**config.mk**
```make
export PLATFORM = sky130hd
export DESIGN_NAME = fir_stream_driver
export DESIGN_NICKNAME = d
export VERILOG_FILES = /design/src/rtl/fir_stream_pkg.sv /design/src/rtl/sample_fifo.sv /design/src/rtl/fir_stream_driver.sv
export SDC_FILE = /design/constraint.sdc
export NUM_CORES = 1
export LEC_CHECK = 0
export ABC_AREA = 1
export CAP_MARGIN = 20
export CORE_MARGIN = 4
export CORE_UTILIZATION = 45
export DETAILED_ROUTE_END_ITERATION = 10
export MAX_ROUTING_LAYER = met4
export PLACE_DENSITY = 0.76
export SLEW_MARGIN = 30
export SYNTH_ARGS = -nofsm -noshare
export SYNTH_HDL_FRONTEND = slang
export SYNTH_HIERARCHICAL = 1
export SYNTH_SLANG_ARGS = --single-unit
```
**constraint.sdc**
```tcl
create_clock -name clk -period 4.1 [get_ports clk]
set_clock_uncertainty 0.2 [all_clocks]
set_input_delay 0.615 -clock clk [delete_from_list [all_inputs] [get_ports clk]]
set_output_delay 0.615 -clock clk [all_outputs]
set_load 0.02 [all_outputs]
```
**src/rtl/fir_stream_pkg.sv**
```systemverilog
// fir_stream_pkg: shared state encoding and default widths for the FIR stream driver
package fir_stream_pkg;
  typedef enum logic [1:0] {IDLE, ISSUE, WAIT} state_t;
  localparam int IN_W_DEF = 16;
  localparam int OUT_W_DEF = 38;
  localparam int TIMEOUT_DEF = 255;
endpackage

```
**src/rtl/sample_fifo.sv**
```systemverilog
// sample_fifo: power-of-two synchronous FIFO; pushes while full and pops while empty are dropped
module sample_fifo
  import fir_stream_pkg::*;
#(
  parameter int W = IN_W_DEF,
  parameter int DEPTH = 4
) (
  input  logic         clk,
  input  logic         rst,
  input  logic         push,
  input  logic         pop,
  input  logic [W-1:0] data,
  output logic [W-1:0] head,
  output logic         full,
  output logic         empty
);
  localparam int AW = (DEPTH > 1) ? $clog2(DEPTH) : 1;
  localparam int CW = $clog2(DEPTH + 1);
  logic [W-1:0] mem [DEPTH];
  logic [AW-1:0] wr, rd;
  logic [CW-1:0] count;
  logic do_push, do_pop;
  assign full = count == CW'(DEPTH);
  assign empty = count == '0;
  assign do_push = push && !full;
  assign do_pop = pop && !empty;
  assign head = mem[rd];
  always_ff @(posedge clk or negedge rst)
    if (!rst) begin
      wr <= '0;
      rd <= '0;
      count <= '0;
    end else begin
      if (do_push) wr <= wr + 1'b1;
      if (do_pop) rd <= rd + 1'b1;
      count <= count + CW'(do_push) - CW'(do_pop);
    end
  always_ff @(posedge clk)
    if (do_push) mem[wr] <= data;
endmodule

```
**src/rtl/fir_stream_driver.sv**
```systemverilog
// fir_stream_driver: buffers samples, issues them one at a time to the FIR core and registers each result
module fir_stream_driver
  import fir_stream_pkg::*;
#(
  parameter int IN_W = IN_W_DEF,
  parameter int OUT_W = OUT_W_DEF,
  parameter int FIFO_DEPTH = 4,
  parameter int TIMEOUT = TIMEOUT_DEF
) (
  input  logic             clk,
  input  logic             rst,
  input  logic             s_valid,
  output logic             s_ready,
  input  logic [IN_W-1:0]  s_data,
  output logic             fir_inputValid,
  output logic [IN_W-1:0]  fir_input,
  input  logic             fir_outputValid,
  input  logic [OUT_W-1:0] fir_output,
  output logic             m_valid,
  input  logic             m_ready,
  output logic [OUT_W-1:0] m_data,
  output logic             timeout_err,
  output logic [31:0]      issue_count
);
  localparam int TW = $clog2(TIMEOUT + 1);
  state_t state, next;
  logic [IN_W-1:0] head;
  logic [TW-1:0] wcnt;
  logic full, empty, go, capture, expire;
  sample_fifo #(.W(IN_W), .DEPTH(FIFO_DEPTH)) u_fifo (
    .clk(clk), .rst(rst), .push(s_valid), .pop(go), .data(s_data),
    .head(head), .full(full), .empty(empty)
  );
  assign s_ready = !full;
  // issue only when the result register is free or draining this cycle
  assign go = state == IDLE && !empty && (!m_valid || m_ready);
  assign capture = state == WAIT && fir_outputValid;
  assign expire = state == WAIT && !fir_outputValid && wcnt == TW'(TIMEOUT - 1);
  always_comb begin
    next = state;
    fir_inputValid = state == ISSUE;
    if (go) next = ISSUE;
    else if (state == ISSUE) next = WAIT;
    else if (capture || expire) next = IDLE;
  end
  always_ff @(posedge clk or negedge rst)
    if (!rst) begin
      state <= IDLE;
      fir_input <= '0;
      m_valid <= 1'b0;
      m_data <= '0;
      timeout_err <= 1'b0;
      issue_count <= '0;
      wcnt <= '0;
    end else begin
      state <= next;
      if (go) begin
        fir_input <= head;
        issue_count <= issue_count + 32'd1;
      end
      wcnt <= state == ISSUE ? '0 : state == WAIT ? wcnt + 1'b1 : wcnt;
      if (expire) timeout_err <= 1'b1;
      if (capture) m_data <= fir_output;
      m_valid <= capture || (m_valid && !m_ready);
    end
endmodule

```
== Word-level counts from Yosys, hierarchy flattened ==
Memories as Yosys holds them, arrays and structs flattened. A register that Yosys moved wholly into a read port is not among the register bits.
Cells that the tools add are included.

* Bits in registers: 89
* Bits in latches: 0
* Bits in writable memories: 64
* Bits in read-only memories: 0
* Bits of input ports: 59
* Output and inout bits: 90
* Word-level logic and storage cells: 48
* Memories kept: 1

* Add/sub/neg operators: 6
* $mul: 0
* Divide/modulo/power cells: 0
* Magnitude comparators: 0
* Equality and inequality tests: 4
* Shifts and indexed selects: 0
* Multiplexer cells: 7
* Bitwise operators: 0
* Reductions and logical operators: 21

{| class="wikitable"
|+ Memory list
! memory !! depth !! width !! read ports !! clocked after Yosys merged registers in !! wr ports !! line !! RTL
|-
| u_fifo.mem || 4 || 16 || 1 || 1 || 1 || sample_fifo.sv:19 || <nowiki>logic [W-1:0] mem [DEPTH];</nowiki>
|}

{| class="wikitable"
|+ Operators by type and width
! operator !! number
|-
| adder 32 x 1 -> 32 bit, second input constant || 1
|-
| 2-to-1 mux 8 bit || 2
|-
| adder 8 x 1 -> 8 bit, second input constant || 1
|-
| == test 8 bit, second input constant || 1
|-
| logical AND 1 bit || 8
|-
| logical NOT 1 bit || 6
|-
| 2-to-1 mux 2 bit || 3
|-
| adder 2 x 1 -> 2 bit, second input constant || 2
|-
| adder 3 x 1 -> 3 bit || 1
|-
| == test 3 bit, second input constant || 1
|-
| logical NOT 3 bit || 1
|-
| logical OR 1 bit || 3
|-
| nonzero test 3 bit || 1
|-
| subtractor 3 x 1 -> 3 bit || 1
|-
| == test 2 x 1 -> 1 bit, second input constant || 1
|-
| == test 2 bit, second input constant || 1
|-
| logical NOT 2 bit || 1
|-
| 2-to-1 mux 1 bit || 2
|-
| nonzero test 2 bit || 1
|}

== Logic depth before layout (Yosys ltp) ==
Gate-level depths: netlist of the first run.

* Depth in word-level cells: 7
* Mapped depth: 15
* Mapped depth without buffers: 14

== By module ==
Netlist of the first run, hierarchy kept.

{| class="wikitable"
|+ Modules (own cells, without submodules)
! module !! times used !! cells each !! area each (um2) !! sequential area each (um2)
|-
| fir_stream_driver || 1 || 546 || 4510.6 || 2452.4
|-
| sample_fifo || 1 || 261 || 2991.6 || 2097.0
|}

== Worst setup path before layout of the first run ==
No wires, ideal clock.

* Kind: reg2reg
* Start point: register u_fifo.count[1]
* End point: register u_fifo.count[2]
* Setup time: 65 ps
* Arrival time: 2276 ps
* Data required time: 3835 ps
* Slack: 1559 ps
* Cell stages (with the launch flop): 16
* Path buffers: 1
* Period minus slack after synthesis: 2541 ps
* Cell sequence: dfrtp_1 nor2_1 nand2_1 inv_1 inv_1 nand2_1 nor2_4 clkbuf_1 nand2_1 inv_1 ha_1 inv_1 ha_1 fa_1 nand3b_1 nand2_1

* Longest elaborated chain between the ends: 6
* Elaborated cells between the ends (all ways): 10
* Classes of those cells: 2 x add/sub; 1 x eq/ne; 7 x reduce/logical

{| class="wikitable"
|+ Ends and longest elaborated chain
! element !! line !! RTL
|-
| from (decl) || sample_fifo.sv:21 || <nowiki>logic [CW-1:0] count;</nowiki>
|-
| from (signal assigned) || sample_fifo.sv:36 || <nowiki>count <= count + CW'(do_push) - CW'(do_pop);</nowiki>
|-
| logical NOT 3 bit || sample_fifo.sv:24 || <nowiki>assign empty = count == '0;</nowiki>
|-
| named net empty || fir_stream_driver.sv:29 || <nowiki>logic full, empty, go, capture, expire;</nowiki>
|-
| logical NOT 1 bit || fir_stream_driver.sv:36 || <nowiki>assign go = state == IDLE && !empty && (!m_valid || m_ready);</nowiki>
|-
| logical AND 1 bit (2 in series) || fir_stream_driver.sv:36 ||
|-
| named net go || fir_stream_driver.sv:29 ||
|-
| logical AND 1 bit || sample_fifo.sv:26 || <nowiki>assign do_pop = pop && !empty;</nowiki>
|-
| named net u_fifo.do_pop || sample_fifo.sv:22 || <nowiki>logic do_push, do_pop;</nowiki>
|-
| subtractor 3 x 1 -> 3 bit || sample_fifo.sv:36 ||
|}

The timed path passes the listed nets, and every way through them passes these cells.
A chain may end at the register's enable or synchronous reset.

== Final worst setup path of the first run ==
* Start point: register state[1]
* End point: output port fir_inputValid

* Longest elaborated chain between the ends: 1

{| class="wikitable"
|+ Ends and longest elaborated chain
! element !! line !! RTL
|-
| from (decl) || fir_stream_driver.sv:26 || <nowiki>state_t state, next;</nowiki>
|-
| from (signal assigned) || fir_stream_driver.sv:56 || <nowiki>state <= next;</nowiki>
|-
| == test 2 x 1 -> 1 bit || fir_stream_driver.sv:41 || <nowiki>fir_inputValid = state == ISSUE;</nowiki>
|-
| to (decl) || fir_stream_driver.sv:15 || <nowiki>output logic fir_inputValid,</nowiki>
|}

No other way between the ends.

==> results of run 1 <==
## cells by family (layout without fill, tap and decap cells)
kind of cell	Yosys count	count (layout)	share of synthesized area
xor gates and xnor gates	20	20	0.0233
DFF	169	169	0.606
buffers and inverters	105	273	0.0612
and+or+nand+nor	458	458	0.257
AOI/OAI and AO/OA	42	42	0.0294
adders and majority gates	13	13	0.0227
## placed cells by master, fill, tap and decap left out, drive strengths merged
| cell | n |
|---|---|
| a211oi | 1 |
| a21boi | 1 |
| a21oi | 3 |
| a31oi | 1 |
| buf | 11 |
| bufinv | 2 |
| clkbuf | 21 |
| clkdlybuf4s50 | 147 |
| clkinv | 9 |
| dfrtp | 105 |
| edfxtp | 64 |
| fa | 1 |
| ha | 12 |
| inv | 83 |
| nand2 | 316 |
| nand3 | 28 |
| nand3b | 3 |
| nand4 | 17 |
| nor2 | 82 |
| nor3 | 11 |
| nor4 | 1 |
| o21ai | 34 |
| o21bai | 1 |
| o22ai | 1 |
| xnor2 | 11 |
| xor2 | 9 |
## stage by stage
stage | hold slack [ps] | instance area, µm²
3_5_place_dp | 260 | 9180
2_1_floorplan | 119 | 7500
4_1_cts | 172 | 9760
5_1_grt | 73.0 | 9770
3_3_place_gp | 256 | 9180
6_report | 13.7 | 9770
## layout make-up
| type | instances | area (µm²) | area share |
|---|---|---|---|
| sequential | 169 | 4550 | 0.466 |
| multi-input combinational | 533 | 2490 | 0.255 |
| timing repair buffer | 158 | 1560 | 0.160 |
| clock buffer | 21 | 460 | 0.0471 |
| inverter | 83 | 314 | 0.0322 |
| tap | 216 | 270 | 0.0277 |
| clock inverter | 11 | 120 | 0.0123 |
## where the power goes
part           total (µW)  switching, µW  internal, µW
sequential           2530            278          2250
combinational        2490           1500           991
clock                1570            638           928
total                6580           2420          4170
## worst max-delay path: cells and delay by family, from the launching register on
| family | cells | cell delay, ps |
|---|---|---|
| buffers and inverters | 2 | 720 |
| adders and majority gates | 1 | 240 |
| DFF | 1 | 390 |
## layer usage
| layer | global-route usage | up-vias |
|---|---|---|
| met1 | 0.236 | 2683 |
| met4 | 0.0554 | 0 |
| met5 | - | - |
| li1 | - | 2860 |
| met3 | 0.0404 | 17 |
| met2 | 0.312 | 136 |
## registers in the layout, summed over array words and instances (netlist names), 3 cells and up
name          flops
fir_input        16
u_fifo/count      3
wcnt              8
u_fifo/mem       64
m_data           38
issue_count      32
## worst paths after layout
path,endpoint,cells after the start
setup / recovery,fir_inputValid,3
hold / removal,issue_count[15],1
setup reg to reg,u_fifo/count[2],14
hold reg to reg,timeout_err,2
max in group asynchronous,m_data[22],2
min in group clk,timeout_err,2
==> metrics.csv, run 1 <==
stage;metric;value;unit
run_status;status;finished clean;
sta;fin crit share;0.633;
sta;final setup TNS;0;ps
routing;WL met1;7.47;mm
floorplanning;Top-Level Pins;149;
critical_path;WP data arrival;1780;ps
routing;met2 WL;8.34;mm
routing;number of iterations in the first detailed-routing pass;4;
routing;final antenna-violating net count;0;
routing;highest metal used;met4;
final_layout;Fill cells;1353;
synthesis;yosys synthesis warning count;6;
synthesis;Syn Nets;879;
critical_path;critical setup path kind;flip-flop to output port;
global_routing;largest net degree at the start of global routing;76;
critical_path;reg2reg setup slack;1640;ps
final_layout;diode count;0;
sta;Worst Tran Pin Value;809;ps
final_layout;nets;1034;
synthesis;syn avg cell area;9.30;µm²
sta;worst setup margin;1510;ps
sta;RSZ-0062 raised after global routing;false;
power_and_ir_drop;Tot Pwr;6580;µW
critical_path;Max FO, Critical Path;4;
synthesis;Post-synth EDFFs;64;
routing;Routed WL;16.9;mm
synthesis;Cell Area, Synth;7500;µm²
synthesis;#FFs+latches synth;169;
global_routing;Total GRT Usage;0.189;
global_routing;vias in the first global route;5486;
routing;via count;5696;
placed_design;GP Congestion;0.868;
flow_run;MaxCap Viol Count;0;
final_layout;Area Growth Syn to Fin;30.2;%
critical_path;CP max-delay cell;clkdlybuf4s50_1;
clock_network;clock buffer count from CTS;17;
placed_design;placed cells;1159;
clock_network;CTS resizes;0;
critical_path;nature of the critical path startpoint;flip-flop;
synthesis;most common cell in the netlist;nand2_1;
synthesis;share of the synthesized area in the top cell type;0.350;
floorplanning;die width;137;µm
clock_network;Worst-path clk slew;60;ps
placed_design;Port-buffer cells;148;
critical_path;crit path cell chain;inv_1, ha_1, clkdlybuf4s50_1;
final_layout;post-route insts no fill;1191;
final_layout;final core occ;0.606;
synthesis;sequential cell area fraction in the yosys report;0.606;
sta;Final setup viols;0;
synthesis;Synth area leader;dfrtp_1;
routing;WL met3;885;µm
clock_network;clk_lat worst skew;420;ps
routing;wire per inst;14.2;µm
critical_path;Worst EP required;3280;ps
critical_path;CP Capture Type;output port;
synthesis;distinct cell type count after synthesis;34;
critical_path;R2R Path Start;u_fifo/count[1];
critical_path;Worst Setup SP;state[1];
sta;Fmax achieved;385;MHz
sta;Slew Limit Fails;0;
synthesis;main flop type after synthesis;dfrtp_1;
floorplanning;die footprint;18800;µm²
final_layout;share of cells above drive strength 1;0.0667;
power_and_ir_drop;Static Leak;0.00445;µW
global_routing;GRT Residual Overflow;0;
clock_network;CTS Sinks;169;
sta;fin crit period;2590;ps
clock_network;Setup Buffers After CTS;0;
synthesis;ys async rst share;0.621;
floorplanning;Die Y;137;µm
synthesis;synth cell count leaders;310 x nand2_1, 105 x dfrtp_1, 79 x inv_1, 69 x nor2_1, 64 x edfxtp_1;
global_routing;first-pass GRT wire length;27.0;mm
clock_network;clock root buffer master;clkbuf_16;
power_and_ir_drop;P per Cell Area;674;nW/µm²
placed_design;pre-CTS WS;1320;ps
global_routing;initial antenna violation count;0;
clock_network;CTS tree;yes;
floorplanning;Initial Utilization;0.466;
sta;final hold vios;0;
hold_path;hold crit path type;input port to asynchronous set/reset pin;
clock_network;Hold Buf Count CTS;0;
clock_network;H-tree depth;4;
critical_path;Max stage delay on crit path;630;ps
clock_network;clk buf depth;2;
synthesis;Synth area leaders;dfrtp_1 35%, edfxtp_1 26%, nand2_1 16%;
sta;relative slew slack;0.461;
routing;Post-route DRC;0;
power_and_ir_drop;VDD IR max;0.000407;V
placed_design;dpl hpwl;11.8;mm
synthesis;Gate Count Post-Synth;807;
floorplanning;num rows;46;
routing;initial DRC count;354;
routing;drt via density;4.78;
floorplanning;CORE AREA;16100;µm²
(Power assumes the default switching activity.)
==> inputs of run 2 (changes only) <==
==> constraint.sdc (replaced) <==
create_clock -name clk -period 2.64 [get_ports clk]
set_clock_uncertainty 0.2 [all_clocks]
set_input_delay 0.396 -clock clk [delete_from_list [all_inputs] [get_ports clk]]
set_output_delay 0.396 -clock clk [all_outputs]
set_load 0.02 [all_outputs]
==> run 2 against run 1 <==
  * Hold slack gained 250 ps
  * Cell count grew 0.42%
  * Largest cell class unchanged
  * Critical path type is now flip-flop to flip-flop
  * Combinational power grew 59%
  * Sequential share of layout area shrank 0.42 points
==> metrics.csv, run 2 (same netlist as run 1, synthesis figures left out) <==
stage;metric;value;unit;change
critical_path;CP Capture Type;flip-flop;;was output port
power_and_ir_drop;Comb pwr share;0.381;;was 0.378
critical_path;R2R Path Start;u_fifo/count[1];;unchanged
critical_path;FF-to-FF path depth;14;;unchanged
final_layout;post-route insts no fill;1196;;was 1,191
floorplanning;Top-Level Pins;149;;unchanged
clock_network;clock buffer count from CTS;17;;unchanged
critical_path;reg2reg setup slack;240;ps;was 1640 ps
clock_network;H-tree depth;4;;unchanged
final_layout;diode count;0;;unchanged
sta;final setup TNS;0;ps;unchanged
final_layout;Top Registers;u_fifo/mem: 64 flops, m_data: 38 flops, issue_count: 32 flops;;unchanged
power_and_ir_drop;Static Leak;0.00449;µW;was 0.00445 µW
hold_path;hold crit path type;input port to asynchronous set/reset pin;;unchanged
global_routing;GRT Max-Usage Layer;met2;;unchanged
clock_network;CTS Sinks;169;;unchanged
placed_design;GP Congestion;0.896;;was 0.868
final_layout;commonest non-fill, non-tap cell in the layout;nand2_1;;unchanged
routing;via count;5803;;was 5,696
power_and_ir_drop;VDD IR max;0.000562;V;was 0.000407 V
final_layout;Fill cells;1374;;was 1,353
clock_network;clk_lat worst skew;410;ps;was 420 ps
sta;relative slew slack;0.705;;was 0.461
routing;Routed WL;17.1;mm;was 16.9 mm
clock_network;CTS tree;yes;;unchanged
power_and_ir_drop;Tot Pwr;10400;µW;was 6580 µW
clock_network;clock root buffer master;clkbuf_16;;unchanged
global_routing;met3 Usage GRT;0.0449;;was 0.0404
power_and_ir_drop;internal power;6670;µW;was 4170 µW
routing;number of iterations in the first detailed-routing pass;7;;was 4
final_layout;Area Growth Syn to Fin;31.4;%;was 30.2%
run_status;status;finished clean;;unchanged
final_layout;max FFs per register;64;;unchanged
global_routing;initial antenna violation count;0;;unchanged
floorplanning;CORE AREA;16100;µm²;unchanged
critical_path;critical setup path kind;flip-flop to flip-flop;;was flip-flop to output port
global_routing;GRT Residual Overflow;0;;unchanged
sta;fin crit share;0.910;;
sta;RSZ-0062 raised after global routing;false;;unchanged
clock_network;Worst-path clk slew;60;ps;about the same
floorplanning;die footprint;18800;µm²;unchanged
global_routing;vias in the first global route;5724;;was 5,486
routing;Post-route DRC;0;;unchanged
sta;final hold vios;0;;unchanged
routing;final antenna-violating net count;0;;unchanged
final_layout;nets;1039;;was 1,034
global_routing;met2 Usage GRT;0.337;;was 0.312
power_and_ir_drop;Sw Ratio;0.360;;was 0.367
sta;Slew Limit Fails;0;;unchanged
sta;Fmax achieved;416;MHz;
global_routing;first-pass GRT wire length;27.2;mm;was 27.0 mm
sta;fin crit period;2400;ps;
final_layout;share of cells above drive strength 1;0.0704;;was 0.0667
clock_network;clk buf depth;2;;unchanged
power_and_ir_drop;net switching power;3760;µW;was 2420 µW
final_layout;most flop-heavy register;u_fifo/mem;;unchanged
placed_design;Port-buffer cells;148;;unchanged
critical_path;Max FO, Critical Path;5;;was 4
critical_path;nature of the critical path startpoint;flip-flop;;unchanged
critical_path;R2R Path End;u_fifo/count[2];;unchanged
floorplanning;die width;137;µm;unchanged
critical_path;WP data arrival;2560;ps;was 1780 ps
final_layout;cell area after layout;9850;µm²;was 9770 µm²
sta;Final setup viols;0;;unchanged
floorplanning;Initial Utilization;0.466;;unchanged
global_routing;met1 Track Usage GR;0.217;;was 0.236
global_routing;largest net degree at the start of global routing;61;;was 76
routing;wire per inst;14.3;µm;was 14.2 µm
critical_path;Worst EP required;2800;ps;was 3280 ps
global_routing;Total GRT Usage;0.191;;was 0.189
power_and_ir_drop;Clk pwr share;0.248;;was 0.238
power_and_ir_drop;P per Cell Area;1060;nW/µm²;was 674 nW/µm²
flow_run;MaxCap Viol Count;0;;unchanged
power_and_ir_drop;sequential share of power;0.371;;was 0.384
placed_design;placed cells;1163;;was 1,159
routing;drt via density;4.85;;was 4.78
final_layout;most frequent cells in the layout;310 x nand2_1, 147 x clkdlybuf4s50_1, 105 x dfrtp_1;;unchanged
placed_design;placed cell areas;9220;µm²;was 9180 µm²
floorplanning;Die Y;137;µm;unchanged
routing;initial DRC count;399;;was 354
sta;Worst Tran Pin Value;442;ps;was 809 ps
floorplanning;num rows;46;;unchanged
final_layout;final core occ;0.611;;was 0.606
placed_design;dpl hpwl;11.9;mm;was 11.8 mm
[run 2: routing by layer]
layer / wire [µm] / vias to the layer above / share of wire
li1: - / 2875 / -
met1: 6980 / 2736 / 0.41
met2: 8900 / 170 / 0.52
met3: 1030 / 22 / 0.060
met4: 229 / 0 / 0.013
met5: 0 / - / 0
[run 2: worst max-delay path: stages (launching register included)]
cell and delay, ps:
dfrtp_1 390, nor2_1 150, nand2_1 130, inv_1 90
inv_1 40, nand2_1 90, nor2_4 50, nand2_1 80
inv_1 40, ha_1 260, inv_1 30, ha_1 180
fa_1 380, nand3b_1 160, nand2_1 60
[run 2: worst max-delay path by stage]
| stage | startpoint | to | slack, ps | cells after the start |
|---|---|---|---|---|
| finish | u_fifo/count[1] | u_fifo/count[2] | 240 | 14 |
| global route | u_fifo/count[1] | u_fifo/count[2] | 70 | 14 |
| CTS | u_fifo/count[1] | u_fifo/count[2] | 220 | 14 |
| detailed placement | m_ready | u_fifo/count[2] | 100 | 11 |
| global placement | m_ready | u_fifo/count[2] | 130 | 11 |
| floorplan | u_fifo/count[1] | u_fifo/count[2] | 100 | 15 |
[run 2: timing repair]
action / CTS / global route
endpoints found under the hold margin: 30 / 0
resized for setup: 0 / 0
hold buffers: 1 / 0
buffers inserted: 0 / 0
[run 2: final cells by class]
cell class,count,area [µm²],area share
well taps,216,270,0.0274
repair buffers,163,1610,0.163
clock inverters,12,174,0.0176
inverters,83,314,0.0319
clock buffers,20,447,0.0453
flip-flops and latches,169,4550,0.462
multi-input cells,533,2490,0.253
[run 2: stage by stage]
| step | hold slack, ps | setup slack, ps |
|---|---|---|
| 6_report | 268 | 238 |
| 3_3_place_gp | 173 | 132 |
| 5_1_grt | 291 | 69.8 |
| 3_5_place_dp | 175 | 101 |
| 4_1_cts | 275 | 220 |
| 2_1_floorplan | -99.6 | 99.3 |
[run 2: power groups by stage]
stage	logic [µW]	clock network [µW]	registers (µW)
floorplan	1940	0	4390
global placement	3910	0	3890
detailed placement	4030	0	3910
CTS	4050	2650	3870
global route	4400	2770	3940
finish	3970	2590	3870
==> inputs of run 3 (changes only) <==
--- a/config.mk
+++ b/config.mk
@@ -6,7 +6,6 @@
 export NUM_CORES = 1
 export LEC_CHECK = 0
 export ABC_AREA = 1
-export CAP_MARGIN = 20
 export CORE_MARGIN = 4
 export CORE_UTILIZATION = 45
 export DETAILED_ROUTE_END_ITERATION = 10
==> results of run 3 <==
Same layout as run 2: the final DEF is identical, and so are final timing and power.
